## config.mk

```make
export PLATFORM = sky130hd
export DESIGN_NAME = systolic_feeder_flat
export DESIGN_NICKNAME = d
export VERILOG_FILES = /design/src/rtl/systolic_pkg.sv /design/src/rtl/systolic_feeder_if.sv /design/src/rtl/systolic_operand_buf.sv /design/src/rtl/systolic_feeder.sv /design/src/flat_wrapper.sv
export SDC_FILE = /design/constraint.sdc
export NUM_CORES = 2
export LEC_CHECK = 0
export CAP_MARGIN = 5
export CELL_PAD_IN_SITES_DETAIL_PLACEMENT = 2
export CELL_PAD_IN_SITES_GLOBAL_PLACEMENT = 2
export CORE_ASPECT_RATIO = 1.5
export CORE_MARGIN = 1
export CORE_UTILIZATION = 41
export CTS_BUF_LIST = sky130_fd_sc_hd__clkbuf_4 sky130_fd_sc_hd__clkbuf_8
export CTS_CLUSTER_SIZE = 14
export DETAILED_ROUTE_END_ITERATION = 12
export PLACE_DENSITY_LB_ADDON = 0.1
export SYNTH_ARGS = -nofsm -noshare
export SYNTH_HDL_FRONTEND = slang
export SYNTH_SLANG_ARGS = --single-unit
```

## constraint.sdc

```tcl
create_clock -name clk -period 6.38 [get_ports clk]
set_input_delay 1.276 -clock clk [delete_from_list [all_inputs] [get_ports clk]]
set_output_delay 1.276 -clock clk [all_outputs]
set_load 0.02 [all_outputs]
```

## src/rtl/systolic_pkg.sv

```systemverilog
// Shared types and defaults for the systolic array operand feeder.
// Used by systolic_feeder, its interface and its operand buffers.
package systolic_pkg;

   localparam int DATA_W_DEF = 64;
   localparam int N_DEF      = 4;

   typedef enum logic [1:0] {
      IDLE   = 2'd0,
      STREAM = 2'd1,
      DRAIN  = 2'd2,
      DONE   = 2'd3
   } feeder_state_t;

   localparam logic SEL_A = 1'b0;
   localparam logic SEL_B = 1'b1;

   // Index width that stays legal for a degenerate 1-lane array.
   function automatic int idx_w(input int n);
      return (n > 1) ? $clog2(n) : 1;
   endfunction

endpackage

```

## src/rtl/systolic_feeder_if.sv

```systemverilog
// Load-path and array-side signal bundle of the systolic operand feeder.
// master = load/array side, slave = the feeder itself.
interface systolic_feeder_if
   import systolic_pkg::*;
#(
   parameter int DATA_W = DATA_W_DEF,
   parameter int N      = N_DEF
);
   localparam int RW = idx_w(N);

   logic              ld_valid;
   logic              ld_ready;
   logic              ld_sel;
   logic [RW-1:0]     ld_row;
   logic [N*DATA_W-1:0] ld_data;
   logic              start;
   logic              busy;
   logic [N*DATA_W-1:0] a_out;
   logic [N*DATA_W-1:0] b_out;
   logic              out_valid;
   logic              done;

   modport master (
      output ld_valid, ld_sel, ld_row, ld_data, start,
      input  ld_ready, busy, a_out, b_out, out_valid, done
   );

   modport slave (
      input  ld_valid, ld_sel, ld_row, ld_data, start,
      output ld_ready, busy, a_out, b_out, out_valid, done
   );

endinterface

```

## src/rtl/systolic_operand_buf.sv

```systemverilog
// N x N operand store with a row write port and a diagonally skewed lane read.
// Reads see the write of the same cycle so a load issued with start is streamed.
module systolic_operand_buf
   import systolic_pkg::*;
#(
   parameter int DATA_W = DATA_W_DEF,
   parameter int N      = N_DEF,
   parameter int TW     = $clog2(4 * N),
   parameter int RW     = idx_w(N)
) (
   input  logic                clk,
   input  logic                rst,
   input  logic                wr_en,
   input  logic [RW-1:0]       wr_row,
   input  logic [N*DATA_W-1:0] wr_data,
   input  logic [TW-1:0]       t,
   input  logic                col_major,
   output logic [N*DATA_W-1:0] lanes
);

   logic [DATA_W-1:0] mem     [N][N];
   logic [DATA_W-1:0] mem_nxt [N][N];

   always_comb begin
      mem_nxt = mem;
      if (wr_en) begin
         for (int j = 0; j < N; j++) begin
            mem_nxt[wr_row][j] = wr_data[j*DATA_W +: DATA_W];
         end
      end
   end

   always_ff @(posedge clk) begin
      if (rst) begin
         for (int i = 0; i < N; i++) begin
            for (int j = 0; j < N; j++) begin
               mem[i][j] <= '0;
            end
         end
      end else begin
         mem <= mem_nxt;
      end
   end

   // Lane l carries element (l, t-l) row-major or (t-l, l) column-major.
   always_comb begin
      int            k;
      logic [RW-1:0] idx;
      logic [RW-1:0] lane;
      lanes = '0;
      k     = 0;
      idx   = '0;
      lane  = '0;
      for (int l = 0; l < N; l++) begin
         k    = int'(t) - l;
         idx  = k[RW-1:0];
         lane = l[RW-1:0];
         if (k >= 0 && k < N) begin
            lanes[l*DATA_W +: DATA_W] = col_major ? mem_nxt[idx][lane] : mem_nxt[lane][idx];
         end
      end
   end

endmodule

```

## src/rtl/systolic_feeder.sv

```systemverilog
// Streams buffered A/B matrices into the systolic array with diagonal skew.
// Define SYSTOLIC_FEEDER_DRAIN_EN to append N all-zero flush beats.
//
// state  | meaning
// IDLE   | loads accepted, waiting for start
// STREAM | skewed beats t = 0 .. 3N-3
// DRAIN  | N zero beats to flush partial sums (drain build only)
// DONE   | one-cycle done pulse, lanes idle
module systolic_feeder
   import systolic_pkg::*;
#(
   parameter int DATA_W = DATA_W_DEF,
   parameter int N      = N_DEF
) (
   input logic               clk,
   input logic               rst,
   systolic_feeder_if.slave  bus
);

   localparam int            TW          = $clog2(4 * N);
   localparam logic [TW-1:0] T_LAST      = TW'(3 * N - 3);
   localparam logic [TW-1:0] T_DRAIN_END = TW'(N - 1);

   feeder_state_t       state, state_nxt;
   logic [TW-1:0]       t, t_nxt;
   logic                ld_acc;
   logic [N*DATA_W-1:0] a_lanes, b_lanes;

   assign ld_acc = bus.ld_valid && (state == IDLE);

   systolic_operand_buf #(.DATA_W(DATA_W), .N(N), .TW(TW)) u_buf_a (
      .clk       (clk),
      .rst       (rst),
      .wr_en     (ld_acc && (bus.ld_sel == SEL_A)),
      .wr_row    (bus.ld_row),
      .wr_data   (bus.ld_data),
      .t         (t_nxt),
      .col_major (1'b0),
      .lanes     (a_lanes)
   );

   systolic_operand_buf #(.DATA_W(DATA_W), .N(N), .TW(TW)) u_buf_b (
      .clk       (clk),
      .rst       (rst),
      .wr_en     (ld_acc && (bus.ld_sel == SEL_B)),
      .wr_row    (bus.ld_row),
      .wr_data   (bus.ld_data),
      .t         (t_nxt),
      .col_major (1'b1),
      .lanes     (b_lanes)
   );

   always_comb begin
      state_nxt = state;
      t_nxt     = t;
      case (state)
         IDLE: begin
            if (bus.start) begin
               state_nxt = STREAM;
               t_nxt     = '0;
            end
         end
         STREAM: begin
            if (t == T_LAST) begin
`ifdef SYSTOLIC_FEEDER_DRAIN_EN
               state_nxt = DRAIN;
               t_nxt     = '0;
`else
               state_nxt = DONE;
`endif
            end else begin
               t_nxt = t + 1'b1;
            end
         end
`ifdef SYSTOLIC_FEEDER_DRAIN_EN
         DRAIN: begin
            if (t == T_DRAIN_END) begin
               state_nxt = DONE;
            end else begin
               t_nxt = t + 1'b1;
            end
         end
`endif
         DONE:    state_nxt = IDLE;
         default: state_nxt = IDLE;
      endcase
   end

   // Outputs are registered from the next state so beat t lands t cycles after start.
   always_ff @(posedge clk) begin
      if (rst) begin
         state         <= IDLE;
         t             <= '0;
         bus.ld_ready  <= 1'b1;
         bus.busy      <= 1'b0;
         bus.out_valid <= 1'b0;
         bus.done      <= 1'b0;
         bus.a_out     <= '0;
         bus.b_out     <= '0;
      end else begin
         state         <= state_nxt;
         t             <= t_nxt;
         bus.ld_ready  <= (state_nxt == IDLE);
         bus.busy      <= (state_nxt == STREAM) || (state_nxt == DRAIN);
         bus.out_valid <= (state_nxt == STREAM) || (state_nxt == DRAIN);
         bus.done      <= (state_nxt == DONE);
         bus.a_out     <= (state_nxt == STREAM) ? a_lanes : '0;
         bus.b_out     <= (state_nxt == STREAM) ? b_lanes : '0;
      end
   end

endmodule

```

## src/flat_wrapper.sv

```systemverilog
// flat-port wrapper written by rule: the top's interface ports become plain ports
module systolic_feeder_flat import systolic_pkg::*;
#(
   parameter int DATA_W = DATA_W_DEF,
   parameter int N      = N_DEF
)
  (clk, rst, bus_ld_valid, bus_ld_sel, bus_ld_row, bus_ld_data, bus_start, bus_ld_ready, bus_busy, bus_a_out, bus_b_out, bus_out_valid, bus_done);
  systolic_feeder_if #(.DATA_W(DATA_W), .N(N)) bus_i ();
  input logic clk;
  input logic rst;
  input wire logic [$bits(bus_i.ld_valid)-1:0] bus_ld_valid;
  input wire logic [$bits(bus_i.ld_sel)-1:0] bus_ld_sel;
  input wire logic [$bits(bus_i.ld_row)-1:0] bus_ld_row;
  input wire logic [$bits(bus_i.ld_data)-1:0] bus_ld_data;
  input wire logic [$bits(bus_i.start)-1:0] bus_start;
  output wire logic [$bits(bus_i.ld_ready)-1:0] bus_ld_ready;
  output wire logic [$bits(bus_i.busy)-1:0] bus_busy;
  output wire logic [$bits(bus_i.a_out)-1:0] bus_a_out;
  output wire logic [$bits(bus_i.b_out)-1:0] bus_b_out;
  output wire logic [$bits(bus_i.out_valid)-1:0] bus_out_valid;
  output wire logic [$bits(bus_i.done)-1:0] bus_done;
  assign bus_i.ld_valid = bus_ld_valid;
  assign bus_i.ld_sel = bus_ld_sel;
  assign bus_i.ld_row = bus_ld_row;
  assign bus_i.ld_data = bus_ld_data;
  assign bus_i.start = bus_start;
  assign bus_ld_ready = bus_i.ld_ready;
  assign bus_busy = bus_i.busy;
  assign bus_a_out = bus_i.a_out;
  assign bus_b_out = bus_i.b_out;
  assign bus_out_valid = bus_i.out_valid;
  assign bus_done = bus_i.done;
  systolic_feeder #(.DATA_W(DATA_W), .N(N)) u_core (.clk(clk), .rst(rst), .bus(bus_i));
endmodule
```

==> summary by stage <==
Outcome
The flow ran to the end, and the final reports show no timing, DRC or antenna violations.

Synth
The net count after synthesis is around 11000. The share of the yosys chip area belonging to registers is 0.511. The number of distinct library cells after synthesis is between 50 and 60.

The mean post-synth cell area is a little over 9 um^2. The synthesis warning total is 0. After technology mapping, the gate count stands at approximately 11000.

The number of flops mapped to enable cells by yosys is 0. After synthesis, the share of flip-flops with an asynchronous set or reset is 0. The leading register cell type out of synthesis is sky130_fd_sc_hd__dfxtp_1. Counting flops and latches in the post-synthesis netlist gives 2569. The mapped cell area is 0.101 mm^2.

Clock tree
The post-CTS setup buffer count is 0. Hold repair after CTS inserted 0 buffers. The maximum clock path buffer count is 4. The number of clock buffers added by TritonCTS is 405. In this run the clock root is driven by a sky130_fd_sc_hd__clkbuf_8.

Counting every sink on the clock net gives 2569. In this run, post-CTS repair resized a total of 0 instances. For the worst-skew pair, the clock arrives at the later sink with an insertion delay of roughly 1.1 ns. CTS built an H-tree with a depth of 5. The clock edge transition at the registers on the reported setup and hold paths is ~0.07 ns. The TritonCTS clock tree is done.

STA
The slew of the pin with the lowest slew margin is approximately 1.3 ns. Summed over all failing endpoints, the final setup total negative slack is 0 ns. The count of final max-slew check failures came to 0. Between clock sinks in the finished design, the worst skew comes to 0.0543 ns. The minimum clock period is about 4.3 ns.

The headroom to the max-slew limit is 0.105. Static timing analysis puts the maximum clock frequency at roughly 230 MHz. The share of the clock period used by the worst path is 0.670.

The hold violation total from the final report is 0. Setup repair after global routing left no endpoint under its margin. The final setup violation count is 0.

Placed design
The count of buffers from port buffering is about 780. Detailed placement ended at an HPWL of between 200000 and 300000 um. The congestion estimate from routability-driven global placement came to ~0.8.

Once placement finished, the instance area stood at between 0.1 and 0.15 mm^2.

Setup path
The worst setup path is of the input port to flop kind. The number of cells on the worst reg-to-reg path is 12. For this design, the slowest cell found on the critical path is sky130_fd_sc_hd__buf_4.

The critical path crosses 13 cells after its start point. The type of destination of the critical path is a flop. In this run the critical register-to-register path is launched from u_core.state[1]. On the worst path, the slowest cell contributes a delay of 0.82 ns. The required time of the critical path is about 7.3 ns. The dominant cell type by count on the critical path is sky130_fd_sc_hd__buf_4.

The worst path buffer plus inverter count is 5. Of all nets on the critical path, the largest fanout is slightly below 70. In this run the worst setup path begins at bus_start. The signal on the critical path passes through clkdlybuf4s50_1, o21bai_2, inv_2, nand3_1, buf_4, nand2_4, inv_8, ha_4, and2_2, buf_4, a221o_1, o21ai_0, a31oi_1. The critical path startpoint category is an input port. The family with the most delay on the worst path is buffers and inverters.

The critical path data arrival time is 5.18 ns.

Routing
For this run, the detailed router's first-pass iteration total came to 5. The total number of vias is 86100. The count of unresolved DRC violations after routing is 0.

Dividing the detail-routed via count by the number of cells gives around 6. The total wire length after detailed routing is 431000 um. In the final routed layout, each cell accounts on average for 29.6 um. The number of nets with antenna violations after detailed routing is 0. The detailed router finished its first iteration with about 5900 violations.

Pwr
The worst voltage drop across the vdd grid is about 0.00024 V. In this run the power density over the cells is between 200 and 300 mW/mm^2. The leakage power is between 50 and 60 nW.

Min path
The critical hold path startpoint is u_core.u_buf_b.mem[651]. The class of the most critical hold timing path is flop to flop. Counting instances, the worst hold path has a depth of 2.

Global routing
The number of antenna violations at the first check in global routing is 84. Entering global routing, the biggest net connects 231 pins. The number of global-route vias before repair is 94500. The total global routing overflow is 0.

In the global route stage, overall resource usage came out at 0.338. The wire length of the first global-routing pass is between 600000 and 700000 um.

Layout
The area growth from synthesis to final layout is 17.7%. In the final layout, flip-flops and latches occupy 0.0514 mm^2. The filler cells instantiated in the layout total 25800. Summing all multi-input logic gate instances after layout gives roughly 0.045 mm^2.

The final design area excluding fillers is ~0.12 mm^2. The count of nets after finishing is 11300. The share of layout cells above drive strength 1 is 0.0938.

Die
In this run the core area contains approximately 220 standard-cell rows. During I/O placement, the number of pins put on the boundary was 779. The overall die area is 0.248 mm^2. The floorplan step set the die width to around 410 um. The die is 609 um tall.

The core footprint is about 0.24 mm^2. For this configuration, the core starts out at a cell density of 0.413.

Flow run
The tool flagged a number of max-cap violations equal to 0.
cell usage after synthesis (all sizes together) (65+ instances only):
cell / instances / area, um^2
o21ai: 134 / 674
clkbuf: 813 / 3050
nand2: 1424 / 5350
o21a: 210 / 1580
nand3: 165 / 826
a31oi: 65 / 407
o22ai: 169 / 1060
o221ai: 191 / 1670
mux2i: 1498 / 15000
a21oi: 988 / 5250
buf: 353 / 1790
o22a: 277 / 2430
nor2b: 70 / 438
nor2: 1576 / 5920
dfxtp: 2569 / 51400
routing by layer:
metal  vias to the layer above  track usage  wire (um)
met4                        60        0.109      12700
li1                      37600            -          -
met2                      2631        0.559     202000
met5                         -            0        390
met3                       755       0.0539      25000
met1                     45000        0.447     191000
layout by cell type (no fill, tap or decap), types with 135 or more instances in the layout:
cell	netlist	routed
sky130_fd_sc_hd__o22ai_1	169	169
sky130_fd_sc_hd__clkdlybuf4s50_1	0	777
sky130_fd_sc_hd__o22a_1	277	277
sky130_fd_sc_hd__o221ai_1	191	191
sky130_fd_sc_hd__o21a_1	210	209
sky130_fd_sc_hd__nand3_1	165	159
sky130_fd_sc_hd__dfxtp_1	2569	2569
sky130_fd_sc_hd__mux2i_1	1498	1498
sky130_fd_sc_hd__nor2_1	1575	1574
sky130_fd_sc_hd__clkbuf_4	0	135
sky130_fd_sc_hd__clkbuf_8	0	529
sky130_fd_sc_hd__nand2_1	1424	1416
sky130_fd_sc_hd__a21oi_1	907	902
final cells by class:
cell class	count	share of cell area
timing repair buffer	939	0.0820
multi-input combinational	7085	0.377
clock buffer	664	0.0700
antenna	31	0.000654
clock inverter	38	0.00200
tap	3248	0.0343
inverter	10	0.000401
sequential	2569	0.434
stage by stage:
stage,setup WS (ns),power [W],std cells,utilization,hold WS [ns]
after floorplan,2.39,0.0191,10800,-,0.432
after global placement,1.35,0.0206,13900,0.451,0.437
after detailed placement,1.17,0.0208,13900,0.451,0.445
after CTS,2.24,0.0357,14600,0.486,0.456
after global routing,2.04,0.0366,14600,0.486,0.473
final,2.10,0.0355,14600,0.486,0.454
report_power, final:
part	total [W]	switching [W]	internal, W
clock	0.0150	0.00687	0.00816
sequential	0.0165	0.000157	0.0163
combinational	0.00400	0.00280	0.00120
logic make-up (layout without fill, tap and decap cells):
kind of cell,Yosys count,after routing,synth area share
simple gates,3292,3292,0.128
flops,2569,2569,0.511
compound gates,2218,2218,0.148
mux,1563,1563,0.163
buf+inv,1176,1651,0.0485
fa+ha+maj,9,9,0.00112
xor+xnor,3,3,0.000261
other cells,0,31,0
tightest hold or removal path, delay by kind of cell (launching register included):
family           cells  cell delay, ns
AO/OA/AOI/OAI        1            0.05
flip-flops           1            0.31
AND/OR/NAND/NOR      1            0.05
flip-flops by register name, summed over array words and instances, names as in the netlist:
signal and count:
u_core.bus.a_out 256, u_core.bus.b_out 256, u_core.bus.done 1, u_core.bus.ld_ready 1, u_core.bus.out_valid 1, u_core.state 2
u_core.t 4, u_core.u_buf_a.mem 1024, u_core.u_buf_b.mem 1024
final timing paths:
check,slack [ns],to
max,2.10,u_core.bus.b_out[241]
min,0.45,u_core.u_buf_b.mem[651]
max reg2reg,2.18,u_core.bus.b_out[241]
min reg2reg,0.45,u_core.u_buf_b.mem[651]
No activity file was read; power rests on OpenSTA's default activity.
